===== config.mk =====
export PLATFORM = sky130hd
export DESIGN_NAME = fifo_wr_arbiter_flat
export DESIGN_NICKNAME = d
export VERILOG_FILES = /design/src/rtl/afifo_pkg.sv /design/src/rtl/fifo_wr_arbiter_if.sv /design/src/rtl/rr_picker.sv /design/src/rtl/fifo_wr_arbiter.sv /design/src/flat_wrapper.sv
export SDC_FILE = /design/constraint.sdc
export NUM_CORES = 1
export LEC_CHECK = 0
export CAP_MARGIN = 20
export CORE_MARGIN = 2
export CORE_UTILIZATION = 39
export DETAILED_ROUTE_END_ITERATION = 7
export PLACE_DENSITY = 0.84
export SYNTH_ARGS = -nofsm -noshare
export SYNTH_HDL_FRONTEND = slang
export SYNTH_SLANG_ARGS = --single-unit

===== constraint.sdc =====
create_clock -name wr_clk -period 5.7 [get_ports wr_clk]
set_input_delay 1.14 -clock wr_clk [delete_from_list [all_inputs] [get_ports wr_clk]]
set_output_delay 1.14 -clock wr_clk [all_outputs]
set_load 0.05 [all_outputs]

===== src/rtl/afifo_pkg.sv =====
// Shared types for the FIFO write-side arbiter: data word, FIFO depth and arbiter states.
package afifo_pkg;

    localparam int unsigned DATA_W     = 16;
    localparam int unsigned FIFO_DEPTH = 16;

    typedef logic [DATA_W-1:0] data_ty;

    typedef enum logic {
        IDLE = 1'b0,
        XFER = 1'b1
    } arb_state_e;

endpackage


===== src/rtl/fifo_wr_arbiter_if.sv =====
// Requester/FIFO handshake bundle; master is the arbiter side, slave the requesters plus FIFO.
interface fifo_wr_arbiter_if #(
    parameter int unsigned NUM_REQ = 4
);
    import afifo_pkg::*;

    logic   [NUM_REQ-1:0] req_valid;
    data_ty [NUM_REQ-1:0] req_data;
    logic   [NUM_REQ-1:0] req_last;
    logic   [NUM_REQ-1:0] req_ready;
    logic   [NUM_REQ-1:0] gnt;
    logic                 fifo_full;
    logic                 fifo_push;
    data_ty               fifo_data;
    logic                 busy;

    modport master (
        input  req_valid, req_data, req_last, fifo_full,
        output req_ready, gnt, fifo_push, fifo_data, busy
    );

    modport slave (
        output req_valid, req_data, req_last, fifo_full,
        input  req_ready, gnt, fifo_push, fifo_data, busy
    );

endinterface


===== src/rtl/rr_picker.sv =====
// Rotating-priority search: first set request at or above ptr_i, wrapping past the top index.
module rr_picker #(
    parameter  int unsigned NUM_REQ = 4,
    localparam int unsigned PTR_W   = (NUM_REQ > 1) ? $clog2(NUM_REQ) : 1
) (
    input  logic [NUM_REQ-1:0] req_i,
    input  logic [PTR_W-1:0]   ptr_i,
    output logic [NUM_REQ-1:0] pick_o,
    output logic               any_o
);

    always_comb begin
        pick_o = '0;
        any_o  = 1'b0;
        for (int unsigned i = 0; i < NUM_REQ; i++) begin
            automatic logic [PTR_W:0] idx;
            idx = {1'b0, ptr_i} + (PTR_W+1)'(i);
            if (idx >= (PTR_W+1)'(NUM_REQ)) begin
                idx = idx - (PTR_W+1)'(NUM_REQ);
            end
            if (!any_o && req_i[idx[PTR_W-1:0]]) begin
                pick_o[idx[PTR_W-1:0]] = 1'b1;
                any_o                  = 1'b1;
            end
        end
    end

endmodule


===== src/rtl/fifo_wr_arbiter.sv =====
// Round-robin burst arbiter feeding one FIFO write port from NUM_REQ requesters.
module fifo_wr_arbiter
    import afifo_pkg::*;
#(
    parameter int unsigned NUM_REQ   = 4,
    parameter int unsigned MAX_BURST = 4
) (
    input  logic               wr_clk,
    input  logic               wr_rst,
    fifo_wr_arbiter_if.master  bus
);

    localparam int unsigned PTR_W = (NUM_REQ > 1) ? $clog2(NUM_REQ) : 1;
    localparam int unsigned CNT_W = $clog2(MAX_BURST) + 1;

    arb_state_e         state_q, state_d;
    logic [NUM_REQ-1:0] gnt_q, gnt_d;
    logic [PTR_W-1:0]   rr_ptr_q, rr_ptr_d;
    logic [CNT_W-1:0]   cnt_q, cnt_d;

    logic [PTR_W-1:0]   g_idx;
    logic [NUM_REQ-1:0] pick;
    logic               any_req;
    logic               xfer;
    logic               beat;
    logic               burst_end;

    rr_picker #(.NUM_REQ(NUM_REQ)) u_picker (
        .req_i  (bus.req_valid),
        .ptr_i  (rr_ptr_q),
        .pick_o (pick),
        .any_o  (any_req)
    );

    // Index of the one-hot grant
    always_comb begin
        g_idx = '0;
        for (int unsigned i = 0; i < NUM_REQ; i++) begin
            if (gnt_q[i]) begin
                g_idx = PTR_W'(i);
            end
        end
    end

    assign xfer      = (state_q == XFER);
    assign beat      = xfer && bus.req_valid[g_idx] && !bus.fifo_full;
    assign burst_end = beat && (bus.req_last[g_idx] ||
                                (cnt_q + CNT_W'(1)) == CNT_W'(MAX_BURST));

    // Zero-latency datapath from the granted requester; all quiet outside XFER
    assign bus.req_ready = xfer ? (gnt_q & {NUM_REQ{~bus.fifo_full}}) : '0;
    assign bus.fifo_push = beat;
    assign bus.fifo_data = xfer ? bus.req_data[g_idx] : '0;
    assign bus.gnt       = gnt_q;
    assign bus.busy      = xfer;

    always_comb begin
        state_d  = state_q;
        gnt_d    = gnt_q;
        rr_ptr_d = rr_ptr_q;
        cnt_d    = cnt_q;
        unique case (state_q)
            IDLE: begin
                gnt_d = '0;
                if (any_req) begin
                    gnt_d   = pick;
                    state_d = XFER;
                end
            end
            XFER: begin
                if (burst_end) begin
                    gnt_d    = '0;
                    cnt_d    = '0;
                    rr_ptr_d = (g_idx == PTR_W'(NUM_REQ - 1)) ? '0 : g_idx + PTR_W'(1);
                    state_d  = IDLE;
                end else if (beat) begin
                    cnt_d = cnt_q + CNT_W'(1);
                end
            end
            default: state_d = IDLE;
        endcase
    end

    always_ff @(posedge wr_clk or negedge wr_rst) begin
        if (!wr_rst) begin
            state_q  <= IDLE;
            gnt_q    <= '0;
            rr_ptr_q <= '0;
            cnt_q    <= '0;
        end else begin
            state_q  <= state_d;
            gnt_q    <= gnt_d;
            rr_ptr_q <= rr_ptr_d;
            cnt_q    <= cnt_d;
        end
    end

endmodule


===== src/flat_wrapper.sv =====
// flat-port wrapper written by rule: the top's interface ports become plain ports
module fifo_wr_arbiter_flat import afifo_pkg::*;
#(
    parameter int unsigned NUM_REQ   = 4,
    parameter int unsigned MAX_BURST = 4
)
  (wr_clk, wr_rst, bus_req_valid, bus_req_data, bus_req_last, bus_fifo_full, bus_req_ready, bus_gnt, bus_fifo_push, bus_fifo_data, bus_busy);
  fifo_wr_arbiter_if #(.NUM_REQ(NUM_REQ)) bus_i ();
  input  logic wr_clk;
  input  logic wr_rst;
  input wire logic [$bits(bus_i.req_valid)-1:0] bus_req_valid;
  input wire logic [$bits(bus_i.req_data)-1:0] bus_req_data;
  input wire logic [$bits(bus_i.req_last)-1:0] bus_req_last;
  input wire logic [$bits(bus_i.fifo_full)-1:0] bus_fifo_full;
  output wire logic [$bits(bus_i.req_ready)-1:0] bus_req_ready;
  output wire logic [$bits(bus_i.gnt)-1:0] bus_gnt;
  output wire logic [$bits(bus_i.fifo_push)-1:0] bus_fifo_push;
  output wire logic [$bits(bus_i.fifo_data)-1:0] bus_fifo_data;
  output wire logic [$bits(bus_i.busy)-1:0] bus_busy;
  assign bus_i.req_valid = bus_req_valid;
  assign bus_i.req_data = bus_req_data;
  assign bus_i.req_last = bus_req_last;
  assign bus_i.fifo_full = bus_fifo_full;
  assign bus_req_ready = bus_i.req_ready;
  assign bus_gnt = bus_i.gnt;
  assign bus_fifo_push = bus_i.fifo_push;
  assign bus_fifo_data = bus_i.fifo_data;
  assign bus_busy = bus_i.busy;
  fifo_wr_arbiter #(.NUM_REQ(NUM_REQ), .MAX_BURST(MAX_BURST)) u_core (.wr_clk(wr_clk), .wr_rst(wr_rst), .bus(bus_i));
endmodule

== Word-level counts from Yosys, hierarchy flattened ==
Index checks and enable logic that the tools add are counted.

* Bits in registers: 10
* Bits in latches: 0
* Bits in writable memories: 0
* ROM bits: 0
* Output and inout bits: 26
* Memories: 0

* Add/subtract/negate cells: 9
* Multiply operators: 0
* Div/mod/pow operators: 0
* Order comparisons: 13
* Eq/ne operators: 3
* Shifts and indexed selects: 0
* Multiplexer cells: 48
* Bitwise operators: 6
* Reduce and logical (&&, ||, !) cells: 18

{| class="wikitable"
|+ Operator list
! operator !! number
|-
| binary-select mux 16 bit (select 2 bit) || 1
|-
| two-way mux 16 bit || 2
|-
| two-way mux 4 bit || 7
|-
| two-way mux 1 bit || 17
|-
| < comparator 2 x 3 -> 1 bit, second input constant || 5
|-
| two-way mux 2 bit || 7
|-
| binary-select mux 1 bit (select 2 bit) || 6
|-
| OR 4 bit || 3
|-
| logical AND 1 bit || 10
|-
| greater-or-equal comparator 3 bit, second input constant || 3
|-
| demux 1 bit (select 2 bit) || 4
|-
| greater-or-equal comparator 2 x 1 -> 1 bit, second input constant || 4
|-
| case mux 4 bit (2 select lines) || 1
|-
| subtractor 2 x 1 -> 2 bit, second input constant || 4
|-
| adder 2 x 2 -> 3 bit, second input constant || 2
|-
| two-way mux 3 bit || 2
|-
| bitwise AND 4 bit || 1
|-
| logical NOT 1 bit || 4
|-
| AND reduction 2 bit || 2
|-
| adder 2 x 1 -> 3 bit, second input constant || 1
|-
| adder 3 x 1 -> 3 bit, second input constant || 1
|-
| equality test 3 bit, second input constant || 1
|-
| greater-or-equal comparator 2 x 3 -> 1 bit, second input constant || 1
|-
| adder 2 x 1 -> 2 bit, second input constant || 1
|-
| 6 further kinds || 7
|}

== Logic depth before layout (Yosys ltp) ==
Gate-level depths: netlist of run 1.

* Depth after elaboration: 16
* Depth in mapped cells: 8

== Cells and area by module ==
From an unflattened synthesis of run 1, not the netlist that was laid out.

* Cells, all modules: 222
* Area total of the unflattened synthesis: 1710.4 sq um

{| class="wikitable"
|+ By module, submodules not included
! module !! times used !! cells each !! area an instance (sq um)
|-
| fifo_wr_arbiter || 1 || 160 || 1202.4
|-
| rr_picker || 1 || 62 || 508.0
|}

== Least setup slack after synthesis of run 1 ==
OpenSTA, ideal clock, no wires.

* Path kind: reg-to-output
* Start: register u_core.gnt_q[3], in the netlist u_core.bus.gnt[3]
* End: output port bus_fifo_data[0]
* Arrival time: 2.272 ns
* Slack: 2.288 ns
* Cell stages (with the launch flop): 6
* Buffers on the path: 3
* Path through: dfrtp_1 -> clkbuf_1 -> clkbuf_1 -> clkbuf_1 -> nand2_1 -> a21oi_1

* Word-level cells in the longest chain between the ends: 4

{| class="wikitable"
|+ Ends and longest elaborated chain
! element !! line !! source
|-
| from (decl) || fifo_wr_arbiter.sv:17 || <nowiki>logic [NUM_REQ-1:0] gnt_q, gnt_d;</nowiki>
|-
| from (signal assigned) || fifo_wr_arbiter.sv:92 || <nowiki>gnt_q <= gnt_d;</nowiki>
|-
| two-way mux 2 bit || fifo_wr_arbiter.sv:39 || <nowiki>if (gnt_q[i]) begin</nowiki>
|-
| binary-select mux 16 bit (select 2 bit) || fifo_wr_arbiter.sv:53 || <nowiki>assign bus.fifo_data = xfer ? bus.req_data[g_idx] : '0;</nowiki>
|-
| two-way mux 16 bit (not written as such) || fifo_wr_arbiter.sv:53 ||
|-
| two-way mux 16 bit || fifo_wr_arbiter.sv:53 ||
|-
| to (decl) || flat_wrapper.sv:18 || <nowiki>output wire logic [$bits(bus_i.fifo_data)-1:0] bus_fifo_data;</nowiki>
|}

Every way passes these cells. The select of a mux whose other input is x is not followed.

== Worst setup path in the final report of run 1 ==
* Start: input port bus_req_valid[1]
* End: output port bus_fifo_push

* Word-level cells in the longest chain between the ends: 4

{| class="wikitable"
|+ Ends and longest elaborated chain
! element !! line !! source
|-
| from (decl) || flat_wrapper.sv:11 || <nowiki>input wire logic [$bits(bus_i.req_valid)-1:0] bus_req_valid;</nowiki>
|-
| binary-select mux 1 bit (select 2 bit) || fifo_wr_arbiter.sv:46 || <nowiki>assign beat = xfer && bus.req_valid[g_idx] && !bus.fifo_full;</nowiki>
|-
| two-way mux 1 bit (not written as such) || fifo_wr_arbiter.sv:46 ||
|-
| logical AND 1 bit (2 in a row) || fifo_wr_arbiter.sv:46 ||
|-
| to (decl) || flat_wrapper.sv:17 || <nowiki>output wire logic [$bits(bus_i.fifo_push)-1:0] bus_fifo_push;</nowiki>
|}

Every way passes these cells. The select of a mux whose other input is x is not followed.

==> out/qor.csv, run 1 <==
metric;value;unit
Slew @ Worst Pin;999;ps
fillers;295;
Multi-input gate area;1140;µm²
switching part of the total power;56.9;%
CP Class;input port to primary output;
top_reg_cell synth;dfrtp_1;
setup TNS;0;ps
Final Cycle Share;74.9;%
# diodes;0;
Post-synth top cells;nand2_1, o21ai_0, a21oi_1;
Seq/Total Area, Yosys;16.9;%
Final Hold Viols;0;
Port Buffers;100;
register area;250;µm²
Hold Crit Class;flop to flop;
Pins Over Slew Limit;0;
Total GRT Usage;23.6;%
Vias/cell;5.23;
count of cell types in the netlist;34;
WP data arrival;3130;ps
endpoints failing setup;0;
PwrDens;533;nW/µm²
synthesized instance count;204;
Synth top area share;16.9;%
CTS clock-pin slew for the worst setup and hold paths;50;ps
Post-synth EDFFs;0;
syn nets;288;
routed len/inst;15.2;µm
hpwl dp;4000;µm
status;finished clean;
Slew Limit Headroom;33.4;%
dpl cells;338;
post-route ant nets;0;
largest net degree at the start of global routing;43;
Hold WS;509;ps
CTS tree;yes;
Tmin final;4270;ps
RSZ-0062 raised after global routing;no;
first-pass GRT wire length;8000;µm
H-tree depth;1;
Nets;381;
fmax;234;MHz
routability congestion estimate;0.832;
CORE AREA;3660;µm²
TritonCTS Buffers;3;
Clock Power Share;6.5;%
Worst Path Required;4560;ps
DRT iter0 DRCs;107;
chip width;65.7;µm
P_int;596;µW
Flop pwr share;13.3;%
Combinational Power Share;80.2;%
number of placed I/O pins;101;
synthesized cell area;1480;µm²
share of post-route cells with drive strength above 1;4.73;%
Vias;1800;
CTS Buffer Depth;2;
# rows;22;
Worst-Skew Late Latency;240;ps
Post-route DRC;0;
Synth Register Bits;10;
largest area contributor in the netlist;dfrtp_1;
drt pass-1 iters;4;
most common cell in the synthesized netlist;nand2_1;
Peak VDD IR;0.000393;V
initial core utilization;40.5;%
Synth async-reset ratio;100;%
Post-Route WL;5240;µm
clk root buf;clkbuf_8;
Hold Buf Count CTS;0;
ranking of synthesized cells by area;dfrtp_1, mux2i_1, nand2_1, ha_1, o21ai_0;
Area growth, synth to finish;74.5;%
Clock Skews;1.47;ps
Final Non-Filler Cells;344;
crit end category;primary output;
die height;65.7;µm
Leakage;0.000986;µW
Max Cap Violations;0;
post-CTS setup buffer count;0;
Overflow after GRT;0;
Startpoint Class;input port;
syn avg cell area;7.27;µm²
die area;4310;µm²
CTS resizes;0;
initial antenna violation count;0;
Max FO, Critical Path;8;
P_sw;785;µW
vias in the first global route;1597;
synth warn;0;
CTS sink count;10;
==> cell usage in the layout, fill, tap and decap left out, drive strengths merged <==
master and instances:
clkdlybuf4s50 100, nand2 42, o21ai 22, a21oi 22
mux2i 18, nand2b 17, dfrtp 10, ha 9
inv 7, nand3 5, nor2 5, a221oi 5
nand3b 4, clkbuf 4, and2 3, nor3b 3
o22ai 3, mux4 3, nor3 2, o41ai 2
buf 2, or3 1, nand4 1, xor2 1
a211oi 1, mux2 1, and3b 1, nand4b 1
o32ai 1
==> logic make-up (layout without fill, tap and decap cells) <==
family	Yosys count	in the layout	share of synthesized area, %
compound gates	56	56	22.0
xor+xnor	1	1	0.590
fa+ha+maj	9	9	7.59
buf+inv	21	113	6.16
flops	10	10	16.9
mux	22	22	17.9
simple gates	85	85	28.9
==> power by group through the flow <==
stage	combinational [µW]	sequential, µW	clock, µW
2_1_floorplan	757	172	0
3_3_place_gp	1040	209	0
3_5_place_dp	1050	209	0
4_1_cts	1050	209	89.1
5_1_grt	1180	193	95.0
6_report	1110	184	89.2
==> layout make-up <==
cell class,instances,share of cell area [%]
tap,48,2.32
inverter,7,1.01
timing repair buffer,102,40.8
sequential,10,9.66
clock buffer,4,2.13
multi-input combinational,173,44.1
==> path summary, 6_finish.rpt <==
path / start / to / slack, ps / cells after the start
worst min register to register: u_core.cnt_q[1]$_DFFE_PN0P_ / u_core.cnt_q[1]$_DFFE_PN0P_ / 510 / 2
worst max register to register: u_core.bus.gnt[2]$_DFFE_PN0P_ / u_core.rr_ptr_q[0]$_DFFE_PN0P_ / 3290 / 5
worst max-delay path: bus_req_valid[1] / bus_fifo_push / 1430 / 6
worst min-delay path: u_core.cnt_q[1]$_DFFE_PN0P_ / u_core.cnt_q[1]$_DFFE_PN0P_ / 510 / 2
max in group asynchronous: wr_rst / u_core.bus.gnt[3]$_DFFE_PN0P_ / 4170 / 1
min in group asynchronous: wr_rst / u_core.cnt_q[2]$_DFFE_PN0P_ / 1220 / 1
==> registers in the layout, indices dropped and copies added, names as in the netlist <==
name / cells
u_core.bus.gnt: 4
u_core.cnt_q: 3
u_core.rr_ptr_q: 2
u_core.bus.busy: 1
==> through the flow <==
stage | setup WS (ps) | utilization, % | instance area, µm² | total power [µW]
final | 1430 | 70.7 | 2590 | 1380
after floorplan | 2290 | - | 1480 | 929
after detailed placement | 1420 | 67.7 | 2480 | 1260
after global placement | 1440 | 67.7 | 2480 | 1250
after global routing | 1280 | 70.7 | 2590 | 1470
after CTS | 1410 | 69.2 | 2530 | 1350
==> routing by layer <==
layer  wire length (µm)  up-vias  GRT usage (%)
met5                  0        -              0
met4                 72        0           5.99
met3                452        7           3.42
met2               2580       81           41.9
met1               2130      803           29.6
li1                   -      909              -
==> worst max-delay path: stages <==
cell and delay, ps:
clkdlybuf4s50_1 590, mux2i_1 110, nand2_1 80, nand4_2 200, inv_1 190, clkdlybuf4s50_1 820
(Power assumes the default switching activity.)
==> run 2, diff against run 1 <==
- CORE_UTILIZATION: 39 -> 36
- PLACE_DENSITY: 0.84 -> 0.78
- clock period: 5.7 -> 4.02 ns (I/O delays scaled with it)
==> run 2 against run 1 <==
Net effect:
- count of clock-buffer cells in the layout unchanged
- global-route usage shrank 3.2 points
- non-clock buffer count rose by 2
- critical path depth unchanged
- clock skew is 1.0 ps lower
- critical endpoint unchanged
- critical path type unchanged
- largest power group unchanged
==> out/qor.csv, run 2 (synthesized netlist as in run 1, its figures left out) <==
metric;value;unit;change
status;finished clean;;unchanged
commonest non-fill, non-tap cell in the layout;clkdlybuf4s50_1;;unchanged
Area growth, synth to finish;73.9;%;was 74.5%
Hold Crit Class;flop to flop;;unchanged
Total GRT Usage;20.4;%;was 23.6%
routability congestion estimate;0.809;;was 0.832
CORE AREA;3970;µm²;was 3660 µm²
Slew Limit Headroom;45.1;%;was 33.4%
die height;68.2;µm;was 65.7 µm
drt pass-1 iters;4;;unchanged
Worst Path Required;3220;ps;was 4560 ps
Leakage;0.000987;µW;was 0.000986 µW
Tmin final;3620;ps;
post-CTS setup buffer count;0;;unchanged
initial antenna violation count;0;;unchanged
Final Hold Viols;0;;unchanged
Final Non-Filler Cells;348;;was 344
CTS clock-pin slew for the worst setup and hold paths;50;ps;about the same
fmax;276;MHz;
endpoints failing setup;0;;unchanged
crit path launch;bus_req_valid[0];;was bus_req_valid[1]
Post-route DRC;0;;unchanged
CTS resizes;0;;unchanged
Slew @ Worst Pin;812;ps;was 999 ps
Worst-Skew Late Latency;230;ps;was 240 ps
first-pass GRT wire length;7320;µm;was 8000 µm
initial core utilization;37.4;%;was 40.5%
largest net degree at the start of global routing;26;;was 43
routed len/inst;14.9;µm;was 15.2 µm
die area;4650;µm²;was 4310 µm²
max reg flops;4;;unchanged
share of post-route cells with drive strength above 1;5.37;%;was 4.73%
crit end category;primary output;;unchanged
Port Buffers;100;;unchanged
Vias/cell;5.26;;was 5.23
# rows;23;;was 22
Max FO, Critical Path;8;;unchanged
TritonCTS Buffers;3;;unchanged
Pins Over Slew Limit;0;;unchanged
CTS tree;yes;;unchanged
Nets;383;;was 381
hpwl dp;4100;µm;was 4000 µm
Peak VDD IR;0.000479;V;was 0.000393 V
Max Cap Violations;0;;unchanged
setup TNS;0;ps;unchanged
Overflow after GRT;0;;unchanged
worst reg2reg startpoint;u_core.rr_ptr_q[0]$_DFFE_PN0P_;;was u_core.bus.gnt[2]$_DFFE_PN0P_
WP data arrival;2820;ps;was 3130 ps
dpl cells;344;;was 338
chip width;68.2;µm;was 65.7 µm
H-tree depth;1;;unchanged
Hold WS;503;ps;was 509 ps
PwrDens;753;nW/µm²;was 533 nW/µm²
DRT iter0 DRCs;93;;was 107
post-route ant nets;0;;unchanged
CP Class;input port to primary output;;unchanged
Post-Route WL;5190;µm;was 5240 µm
commonest cells after routing, fill and taps aside;clkdlybuf4s50_1, nand2_1, o21ai_0;;unchanged
CTS Buffer Depth;2;;unchanged
Clock Skews;0.459;ps;was 1.47 ps
Hold Buf Count CTS;0;;unchanged
Final Cycle Share;90.1;%;
clk root buf;clkbuf_8;;unchanged
number of placed I/O pins;101;;unchanged
# diodes;0;;unchanged
RSZ-0062 raised after global routing;no;;unchanged
Vias;1830;;was 1,800
CTS sink count;10;;unchanged
Startpoint Class;input port;;unchanged
HP Start;u_core.cnt_q[1]$_DFFE_PN0P_;;unchanged
vias in the first global route;1546;;was 1,597
[run 2: cell count changes in the layout (fill, tap and decap cells not counted), sizes merged]
cell  before  now
buf        2    4
[run 2: worst max-delay path: stages]
cell             delay, ps
clkdlybuf4s50_1        600
mux2i_1                110
nand2_1                 80
nand4_2                200
inv_1                  200
clkdlybuf4s50_1        830
[run 2: layout make-up]
cell class,count,area (µm²)
Clock buffer,4,55.1
Fill cell,359,1390
Inverter,7,26.3
Multi-Input combinational cell,173,1140
Sequential cell,10,250
Tap cell,50,62.6
Timing Repair Buffer,104,1040
[run 2: layer usage]
layer | track usage, % | part of all wire (%) | vias up | wire [µm]
li1 | - | - | 909 | -
met1 | 25.3 | 40 | 832 | 2090
met2 | 35.2 | 48 | 79 | 2510
met3 | 5.43 | 10 | 10 | 526
met4 | 4.50 | 1.3 | 0 | 66
met5 | 0 | 0 | - | 0
[run 2: final timing paths]
kind,end,slack [ps],cells after the start
setup reg to reg,u_core.bus.gnt[2]$_DFFE_PN0P_,1700,7
hold / removal,u_core.cnt_q[1]$_DFFE_PN0P_,500,2
max in group asynchronous,u_core.bus.gnt[2]$_DFFE_PN0P_,2830,1
hold reg to reg,u_core.cnt_q[1]$_DFFE_PN0P_,500,2
min in group asynchronous,u_core.cnt_q[2]$_DFFE_PN0P_,890,1
setup / recovery,bus_fifo_push,400,6
[run 2: power by group]
part	internal (µW)	switching, µW	leakage (µW)
Clock	86.0	38.5	0.0000288
Sequential	140	100	0.000128
Combinational	609	969	0.000831
[run 2: stage by stage]
step	setup slack (ps)	cell area, µm²	total power [µW]	utilization [%]
after detailed placement	409	2520	1820	63.6
after global routing	261	2580	2060	65.0
after CTS	403	2580	1950	65.0
after global placement	463	2520	1800	63.6
after floorplan	944	1480	1320	-
final	397	2580	1940	65.0
==> run 3, diff against run 2 <==
- CTS_BUF_LIST: not set -> sky130_fd_sc_hd__clkbuf_16
==> run 3 against run 2 <==
Net effect:
- wire length grew 1.7%
- via count shrank 0.87%
- sequential power is essentially flat
- global-route usage grew 0.33 points
- flip-flop and latch count is the same
- core utilization grew 0.60 points
- setup slack lost 12 ps
- non-clock buffer count is the same
- die area is the same
- clock power grew 40%
- final area grew 0.92%
- highest routed layer unchanged
==> out/qor.csv, run 3 (synthesized netlist as in run 1, its figures left out) <==
metric;value;unit;change
CTS Buffer Depth;2;;unchanged
RSZ-0062 raised after global routing;no;;unchanged
dpl cells;344;;unchanged
fmax;275;MHz;was 276 MHz
endpoints failing setup;0;;unchanged
CTS tree;yes;;unchanged
Hold WS;503;ps;about the same
Vias;1814;;was 1,830
commonest non-fill, non-tap cell in the layout;clkdlybuf4s50_1;;unchanged
die height;68.2;µm;unchanged
setup TNS;0;ps;unchanged
CTS clock-pin slew for the worst setup and hold paths;40;ps;was 50 ps
number of placed I/O pins;101;;unchanged
# rows;23;;unchanged
chip width;68.2;µm;unchanged
share of post-route cells with drive strength above 1;5.03;%;was 5.37%
Nets;383;;unchanged
post-CTS setup buffer count;0;;unchanged
Overflow after GRT;0;;unchanged
Leakage;0.000997;µW;was 0.000987 µW
Crit path top cell by count;clkdlybuf4s50_1;;unchanged
Clock Skews;0.750;ps;was 0.459 ps
WP data arrival;2830;ps;was 2820 ps
Max Cap Violations;0;;unchanged
final instance area;2600;µm²;was 2580 µm²
Hold Buf Count CTS;0;;unchanged
clk root buf;clkbuf_16;;was clkbuf_8
number of buffer and inverter stages on the critical path;3;;unchanged
initial core utilization;37.4;%;unchanged
slowest CP cell;clkdlybuf4s50_1;;unchanged
Post-route DRC;0;;unchanged
Peak VDD IR;0.000530;V;was 0.000479 V
die area;4650;µm²;unchanged
crit end category;primary output;;unchanged
Worst-Skew Late Latency;230;ps;about the same
commonest cells after routing, fill and taps aside;clkdlybuf4s50_1, nand2_1, o21ai_0;;unchanged
CTS resizes;0;;unchanged
Final Non-Filler Cells;348;;unchanged
Slew Limit Headroom;47.0;%;was 45.1%
worst stage delay on the critical path;830;ps;about the same
Final Cycle Share;90.4;%;was 90.1%
Cell Area, Placed;2520;µm²;unchanged
status;finished clean;;unchanged
CORE AREA;3970;µm²;unchanged
DRT iter0 DRCs;96;;was 93
Final Hold Viols;0;;unchanged
final core occ;65.6;%;was 65.0%
Pins Over Slew Limit;0;;unchanged
Vias/cell;5.21;;was 5.26
H-tree depth;1;;unchanged
Startpoint Class;input port;;unchanged
Tmin final;3630;ps;was 3620 ps
CP Cell Sequence;clkdlybuf4s50_1, mux2i_1, nand2_1, nand4_2, inv_1, clkdlybuf4s50_1;;unchanged
routability congestion estimate;0.809;;unchanged
CP Class;input port to primary output;;unchanged
Area growth, synth to finish;75.5;%;was 73.9%
Slew @ Worst Pin;785;ps;was 812 ps
Port Buffers;100;;unchanged
Post-Route WL;5280;µm;was 5190 µm
max reg flops;4;;unchanged
PwrDens;768;nW/µm²;was 753 nW/µm²
routed len/inst;15.2;µm;was 14.9 µm
Hold Crit Class;flop to flop;;unchanged
# diodes;0;;unchanged
Top delay family on crit path;buffers and inverters;;unchanged
vias in the first global route;1556;;was 1,546
initial antenna violation count;0;;unchanged
post-route ant nets;0;;unchanged
drt pass-1 iters;4;;unchanged
TritonCTS Buffers;3;;unchanged
largest net degree at the start of global routing;26;;unchanged
first-pass GRT wire length;7400;µm;was 7320 µm
hpwl dp;4100;µm;unchanged
Max FO, Critical Path;8;;unchanged
Total GRT Usage;20.7;%;was 20.4%
CTS sink count;10;;unchanged
Worst Path Required;3220;ps;about the same
## run 3: worst paths after layout
| kind | start | end | slack (ps) | cells past startpoint |
|---|---|---|---|---|
| setup / recovery | bus_req_valid[0] | bus_fifo_push | 390 | 6 |
| hold / removal | u_core.cnt_q[1]$_DFFE_PN0P_ | u_core.cnt_q[1]$_DFFE_PN0P_ | 500 | 2 |
| setup reg to reg | u_core.rr_ptr_q[0]$_DFFE_PN0P_ | u_core.bus.gnt[2]$_DFFE_PN0P_ | 1730 | 7 |
| hold reg to reg | u_core.cnt_q[1]$_DFFE_PN0P_ | u_core.cnt_q[1]$_DFFE_PN0P_ | 500 | 2 |
| max in group asynchronous | wr_rst | u_core.rr_ptr_q[1]$_DFFE_PN0P_ | 2820 | 1 |
| min in group asynchronous | wr_rst | u_core.cnt_q[2]$_DFFE_PN0P_ | 890 | 1 |
## run 3: final cells by class
type | instances | area (µm²)
clock inverter | 1 | 3.75
multi-input combinational | 173 | 1140
fill | 353 | 1370
tap | 50 | 62.6
sequential | 10 | 250
inverter | 7 | 26.3
timing repair buffer | 104 | 1040
clock buffer | 3 | 75.1
## run 3: through the flow
step | setup slack [ps] | power [µW]
3_3_place_gp | 463 | 1800
2_1_floorplan | 944 | 1320
3_5_place_dp | 409 | 1820
6_report | 385 | 2000
5_1_grt | 245 | 2120
4_1_cts | 388 | 2000
## run 3: worst register-to-register path: stages, from the launching register on
cell and delay, ps:
dfrtp_1 600, inv_1 180, ha_1 380, mux4_2 390, nand2_1 100, a21oi_1 60
a221oi_1 270, o32ai_1 150
## run 3: per-layer routing
metal	GRT usage [%]	vias up	wire length (µm)
met2	35.1	62	2560
met1	25.9	834	2180
met4	5.25	0	31
met3	5.76	4	501
li1	-	914	-
met5	0	-	0
## run 3: where the power goes
part | internal (µW) | switching (µW) | total [µW]
Sequential | 140 | 101 | 241
Clock | 130 | 44.5 | 175
Combinational | 609 | 975 | 1580
